File: src/rtl/hazard_ctrl_unit.sv
// Hazard and forwarding controller for a 5-stage RISC-V pipeline: operand forwarding,
// load-use/mispredict handling, multi-cycle EX sequencing with watchdog, stall counter.
module hazard_ctrl_unit #(
    parameter int MC_TIMEOUT = 64,
    parameter int CNT_W      = 32
) (
    input  logic             clk,
    input  logic             rst_n,
    input  logic [4:0]       rs1_D,
    input  logic [4:0]       rs2_D,
    input  logic [4:0]       rs1_E,
    input  logic [4:0]       rs2_E,
    input  logic [4:0]       rd_E,
    input  logic [4:0]       rd_M,
    input  logic [4:0]       rd_W,
    input  logic [1:0]       write_back_E,
    input  logic             write_enable_RF_M,
    input  logic             write_enable_RF_W,
    input  logic             mispredict_E,
    input  logic             mc_req_E,
    input  logic             mc_done,
    output logic             StallF,
    output logic             StallD,
    output logic             StallE,
    output logic             FlushD,
    output logic             FlushE,
    output logic             FlushM,
    output logic [1:0]       forwardA_E,
    output logic [1:0]       forwardB_E,
    output logic             mc_start,
    output logic             mc_error,
    output logic [CNT_W-1:0] stall_cycles
);

    localparam logic STATE_IDLE    = 1'b0;
    localparam logic STATE_MC_BUSY = 1'b1;

    localparam logic [1:0] FWD_RF  = 2'b00;
    localparam logic [1:0] FWD_MEM = 2'b10;
    localparam logic [1:0] FWD_WB  = 2'b01;

    localparam logic [1:0] WB_SEL_LOAD = 2'b01;

    // Watchdog counts 0 .. MC_TIMEOUT-1 while busy; the last value triggers the abort.
    localparam int              TMO_W    = (MC_TIMEOUT > 2) ? $clog2(MC_TIMEOUT) : 1;
    localparam logic [TMO_W-1:0] TMO_LAST = TMO_W'(MC_TIMEOUT - 1);

    logic             state_q, state_d;
    logic [TMO_W-1:0] tmo_q, tmo_d;
    logic             mc_start_q, mc_start_d;
    logic             mc_error_q, mc_error_d;
    logic [CNT_W-1:0] stall_cnt_q, stall_cnt_d;

    logic load_use;
    logic mc_stall;

    function automatic logic [1:0] fwd_sel(
        input logic [4:0] src,
        input logic       we_m,
        input logic [4:0] dst_m,
        input logic       we_w,
        input logic [4:0] dst_w
    );
        if (we_m && (dst_m != 5'd0) && (dst_m == src)) begin
            return FWD_MEM;
        end else if (we_w && (dst_w != 5'd0) && (dst_w == src)) begin
            return FWD_WB;
        end
        return FWD_RF;
    endfunction

    assign forwardA_E = fwd_sel(rs1_E, write_enable_RF_M, rd_M, write_enable_RF_W, rd_W);
    assign forwardB_E = fwd_sel(rs2_E, write_enable_RF_M, rd_M, write_enable_RF_W, rd_W);

    assign load_use = (write_back_E == WB_SEL_LOAD) && (rd_E != 5'd0)
                   && ((rd_E == rs1_D) || (rd_E == rs2_D));

    // NOTE: every signal assigned here gets a default first so no latch is inferred.
    always_comb begin
        state_d    = state_q;
        tmo_d      = tmo_q;
        mc_start_d = 1'b0;
        mc_error_d = mc_error_q;
        mc_stall   = 1'b0;
        case (state_q)
            STATE_IDLE: begin
                if (mc_req_E && !mispredict_E) begin
                    mc_stall   = 1'b1;
                    state_d    = STATE_MC_BUSY;
                    mc_start_d = 1'b1;
                    tmo_d      = '0;
                end
            end
            STATE_MC_BUSY: begin
                if (mc_done) begin
                    state_d = STATE_IDLE;
                end else begin
                    // Stalls stay up in the abort cycle and drop once back in IDLE.
                    mc_stall = 1'b1;
                    if (tmo_q == TMO_LAST) begin
                        mc_error_d = 1'b1;
                        state_d    = STATE_IDLE;
                    end else begin
                        tmo_d = tmo_q + 1'b1;
                    end
                end
            end
            default: state_d = STATE_IDLE;
        endcase
    end

    // A mispredict must let the redirected fetch through, so it beats any front-end stall.
    assign StallF = (mc_stall || load_use) && !mispredict_E;
    assign StallD = (mc_stall || load_use) && !mispredict_E;
    assign StallE = mc_stall;
    assign FlushD = mispredict_E;
    assign FlushE = !mc_stall && (mispredict_E || load_use);
    assign FlushM = mc_stall;

    assign stall_cnt_d = (StallF && (stall_cnt_q != '1)) ? stall_cnt_q + 1'b1 : stall_cnt_q;

    // NOTE: state registers use non-blocking assignments so every flop samples pre-edge values.
    always_ff @(posedge clk or negedge rst_n) begin
        if (!rst_n) begin
            state_q     <= STATE_IDLE;
            tmo_q       <= '0;
            mc_start_q  <= 1'b0;
            mc_error_q  <= 1'b0;
            stall_cnt_q <= '0;
        end else begin
            state_q     <= state_d;
            tmo_q       <= tmo_d;
            mc_start_q  <= mc_start_d;
            mc_error_q  <= mc_error_d;
            stall_cnt_q <= stall_cnt_d;
        end
    end

    assign mc_start     = mc_start_q;
    assign mc_error     = mc_error_q;
    assign stall_cycles = stall_cnt_q;

endmodule

File: config.mk
export PLATFORM = sky130hd
export DESIGN_NAME = hazard_ctrl_unit
export DESIGN_NICKNAME = d
export VERILOG_FILES = /design/src/rtl/hazard_ctrl_unit.sv
export SDC_FILE = /design/constraint.sdc
export NUM_CORES = 1
export LEC_CHECK = 0
export ABC_AREA = 1
export CAP_MARGIN = 40
export CORE_MARGIN = 1
export CORE_UTILIZATION = 40
export DETAILED_ROUTE_END_ITERATION = 7
export PLACE_DENSITY = 0.72
export SKIP_CTS_REPAIR_TIMING = 1
export SYNTH_ARGS = -nofsm -noshare
export SYNTH_HDL_FRONTEND = slang
export SYNTH_SLANG_ARGS = --single-unit
export TNS_END_PERCENT = 30
File: constraint.sdc
create_clock -name clk -period 2.75 [get_ports clk]
set_clock_uncertainty 0.15 [all_clocks]
set_input_delay 0.55 -clock clk [delete_from_list [all_inputs] [get_ports clk]]
set_output_delay 0.55 -clock clk [all_outputs]
set_load 0.03 [all_outputs]
==> run_results.csv <==
group,metric,value,unit
outcome,outcome,"finished, final reports clean",
power_and_ir_drop,power.leakage,0.00199,uW
synthesis,synthMuxAreaShare,0,%
synthesis,synth_xor_xnor_area_share,10.0,%
route,routed_wl,8690,microns
worst_setup_path,end_kind,"output port",
die,initial_utilization,41.5,%
cts,clk_latency,0.30,ns
power_and_ir_drop,max-vdd-ir-drop,0.300,mV
synthesis,syn_area_per_cell,6.56,sq um
synthesis,synth_top_area_share,31.8,%
placed_design,gp_congestion,0.899,
die,coreArea,7770,sq um
route,drt-initial-drc-count,162,
power_and_ir_drop,p_int,1160,uW
layout,syn2layout_area_growth,33.1,%
die,dieArea,8430,sq um
sta,hold_viol,0,
route,ant_nets,0,
synthesis,syn_inst,492,
worst_setup_path,crit_arrival,1.94,ns
die,ioPinCount,88,
synthesis,yosysWarningCount,0,
synthesis,synth.distinct_cells,28,
worst_setup_path,r2r_slack,0.52,ns
worst_setup_path,path_cells,"clkdlybuf4s50_1 > inv_1 > nand2_1 > nand2_1 > nor2_1 > nand3_1 > nand2_1 > nand2_2 > a21oi_2 > buf_4",
placed_design,post-place-cells,669,
cts,clock-sinks,41,
sta,slew_headroom,66.1,%
synthesis,syn_nets,538,
route,drtPass1Iterations,5,
worst_setup_path,timing.rr.end,"stall_cycles[20]$_DFFE_PN0P_",
synthesis,synth_top_cell_by_area,"dfrtp_1",
global_routing,grt_overflow,0,
power_and_ir_drop,p_total,1710,uW
synthesis,ys.flop_type,"dfrtp_1",
sta,fmax,379,MHz
die,fp.dieW,91.8,microns
worst_setup_path,slowest_delay,0.51,ns
cts,path_clk_slew,0.08,ns
layout,drive_above_1_share,7.48,%
power_and_ir_drop,switching_share,32.2,%
global_routing,grt_pass1_wl,14900,microns
sta,period_minus_slack,2.64,ns
layout,fin_util,55.3,%
run,cap_viol_max_count,0,
layout,final_area,4290,sq um
worst_setup_path,critical_path.slowest_cell,"clkdlybuf4s50_1",
route,wl_per_cell,12.8,microns
min_path,min_path_type,"in2async",
route,viasPerCell,5.05,
synthesis,async_flop_share,100,%
sta,setup_violations,0,
placed_design,dp_hpwl,6780,microns
worst_setup_path,critPathCapture,"StallF",
worst_setup_path,setup.worst_path.start,"rd_E[3]",
route,drc,0,
sta,fin_crit_sh,95.8,%
power_and_ir_drop,comb_power_share,28.4,%
worst_setup_path,cp_max_fo,3,
worst_setup_path,r2r_start,"stall_cycles[0]$_DFFE_PN0P_",
worst_setup_path,cp.required,2.05,ns
synthesis,synthTopCellsByArea,"dfrtp_1 (32%), nand2_1 (22%), nor2_1 (7.9%)",
worst_setup_path,crit_path_frequent_cell,"nand2_1",
cts,htree_levels,2,
sta,rsz0062_at_grt,"true",
synthesis,synth_fa_ha_area_share,0.775,%
synthesis,synth-compound-area-share,1.63,%
global_routing,grt_max_degree,40,
cts,clk_path_buf_depth,2,
cts,cts-root-buf,"clkbuf_8",
synthesis,netlist_area,3230,sq um
placed_design,portBuffers,87,
global_routing,antenna_found_initial,0,
synthesis,ys_seq_area_share,31.8,%
layout,finalNonFillerCells,677,
die,num_rows,32,
layout,nets,620,
worst_setup_path,reg2reg_depth,9,
sta,slew_viol_final,0,
power_and_ir_drop,switchingPower,553,uW
global_routing,grt_usage,21.7,%
power_and_ir_drop,seq_power_share,41.9,%
layout,final_common_cell,"nand2_1",
die,dieHeight,91.8,microns
synthesis,synth-edff-count,0,
power_and_ir_drop,power_density,399,nW/um^2
cts,cts_buffers,5,
synthesis,synth-seq-cells,41,
layout,layout_common_cells,"nand2_1 (187), clkdlybuf4s50_1 (77), nor2_1 (68), inv_1 (43), dfrtp_1 (41)",
worst_setup_path,critPathKind,"in2out",
layout,antenna_cells,0,
synthesis,synthSimpleGateAreaFrac,47.1,%
global_routing,grt_pass1_vias,3284,
power_and_ir_drop,p_clk_share,29.7,%
synthesis,synth_top_family_by_area,"simple AND/OR/NAND/NOR gates",
worst_setup_path,crit_path_start_kind,"primary input",
sta,worst_slew_pin_slew,0.509,ns
route,vias,3422,
placed_design,place_area,4160,sq um
cts,cts_tree,"built",
layout,num-fill-cells,760,
==> stage by stage <==
stage,worst slack (ns),hold slack (ns),setup TNS (ns)
2_1_floorplan,-0.106,0.104,-0.106
3_3_place_gp,0.114,0.306,0
3_5_place_dp,0.0858,0.324,0
4_1_cts,0.0817,0.0762,0
5_1_grt,-0.0168,0.0907,-0.0333
6_report,0.115,0.0650,0
==> routing by layer <==
metal	up-vias	GRT usage, %	routed length, microns	part of all wire [%]
met1	1581	26.3	3770	43
met2	101	38.5	4250	49
met4	0	7.68	206	2.4
met5	-	0	0	0
met3	23	4.06	466	5.4
li1	1717	-	-	-
==> critical path: cells and delay by family <==
kind                   cells  cell delay [ns]
AOI/OAI and AO/OA          1             0.16
buffers and inverters      3             0.76
and+or+nand+nor            6             0.47
==> final cells by class <==
type	instances	area [sq um]	share of cell area, %
clock buffer	7	86.3	2.01
clock inverter	1	30.0	0.699
inverter	47	176	4.11
multi-input combinational	388	1940	45.2
sequential	41	1030	23.9
tap	102	128	2.97
timing repair buffer	91	906	21.1
==> power groups by stage <==
stage          clock [uW]  sequential, uW  combinational (uW)
2_1_floorplan           0             775                 235
3_3_place_gp            0             725                 472
3_5_place_dp            0             731                 486
4_1_cts               517             718                 487
5_1_grt               544             729                 534
6_report              509             718                 487
==> synthesized netlist by cell type, types with 2 or more instances <==
cell	instances
xor2_1	15
xnor2_1	22
buf_4	9
nor2_4	4
buf_2	2
nand3b_1	10
nor4_1	2
dfrtp_1	41
a21oi_1	5
nand4_1	35
buf_1	3
ha_1	2
nand3_4	2
nor3_1	6
nand3_1	19
nor2_1	68
inv_2	4
nand2_1	188
inv_1	43
nand2_2	4
==> state kept, by name (all words and copies together) (netlist names) <==
name / flops
tmo_q: 6
state_q: 1
stall_cycles: 32
mc_error: 1
mc_start: 1
==> cell families (layout without fill, tap and decap cells) <==
logic type / Yosys count / after routing
simple gates: 340 / 340
buf+inv: 63 / 146
flops: 41 / 41
xor+xnor: 37 / 37
compound gates: 9 / 9
fa+ha+maj: 2 / 2
==> worst min path at each step <==
stage,from,end,depth (start not counted),slack (ns)
floorplan,rst_n,mc_error$_DFFE_PN0P_,0,0.10
global placement,mc_error$_DFFE_PN0P_,mc_error$_DFFE_PN0P_,1,0.31
detailed placement,mc_error$_DFFE_PN0P_,mc_error$_DFFE_PN0P_,1,0.32
CTS,rst_n,stall_cycles[14]$_DFFE_PN0P_,1,0.08
global route,rst_n,stall_cycles[21]$_DFFE_PN0P_,1,0.09
finish,rst_n,stall_cycles[14]$_DFFE_PN0P_,1,0.07
(Power assumes the default switching activity.)
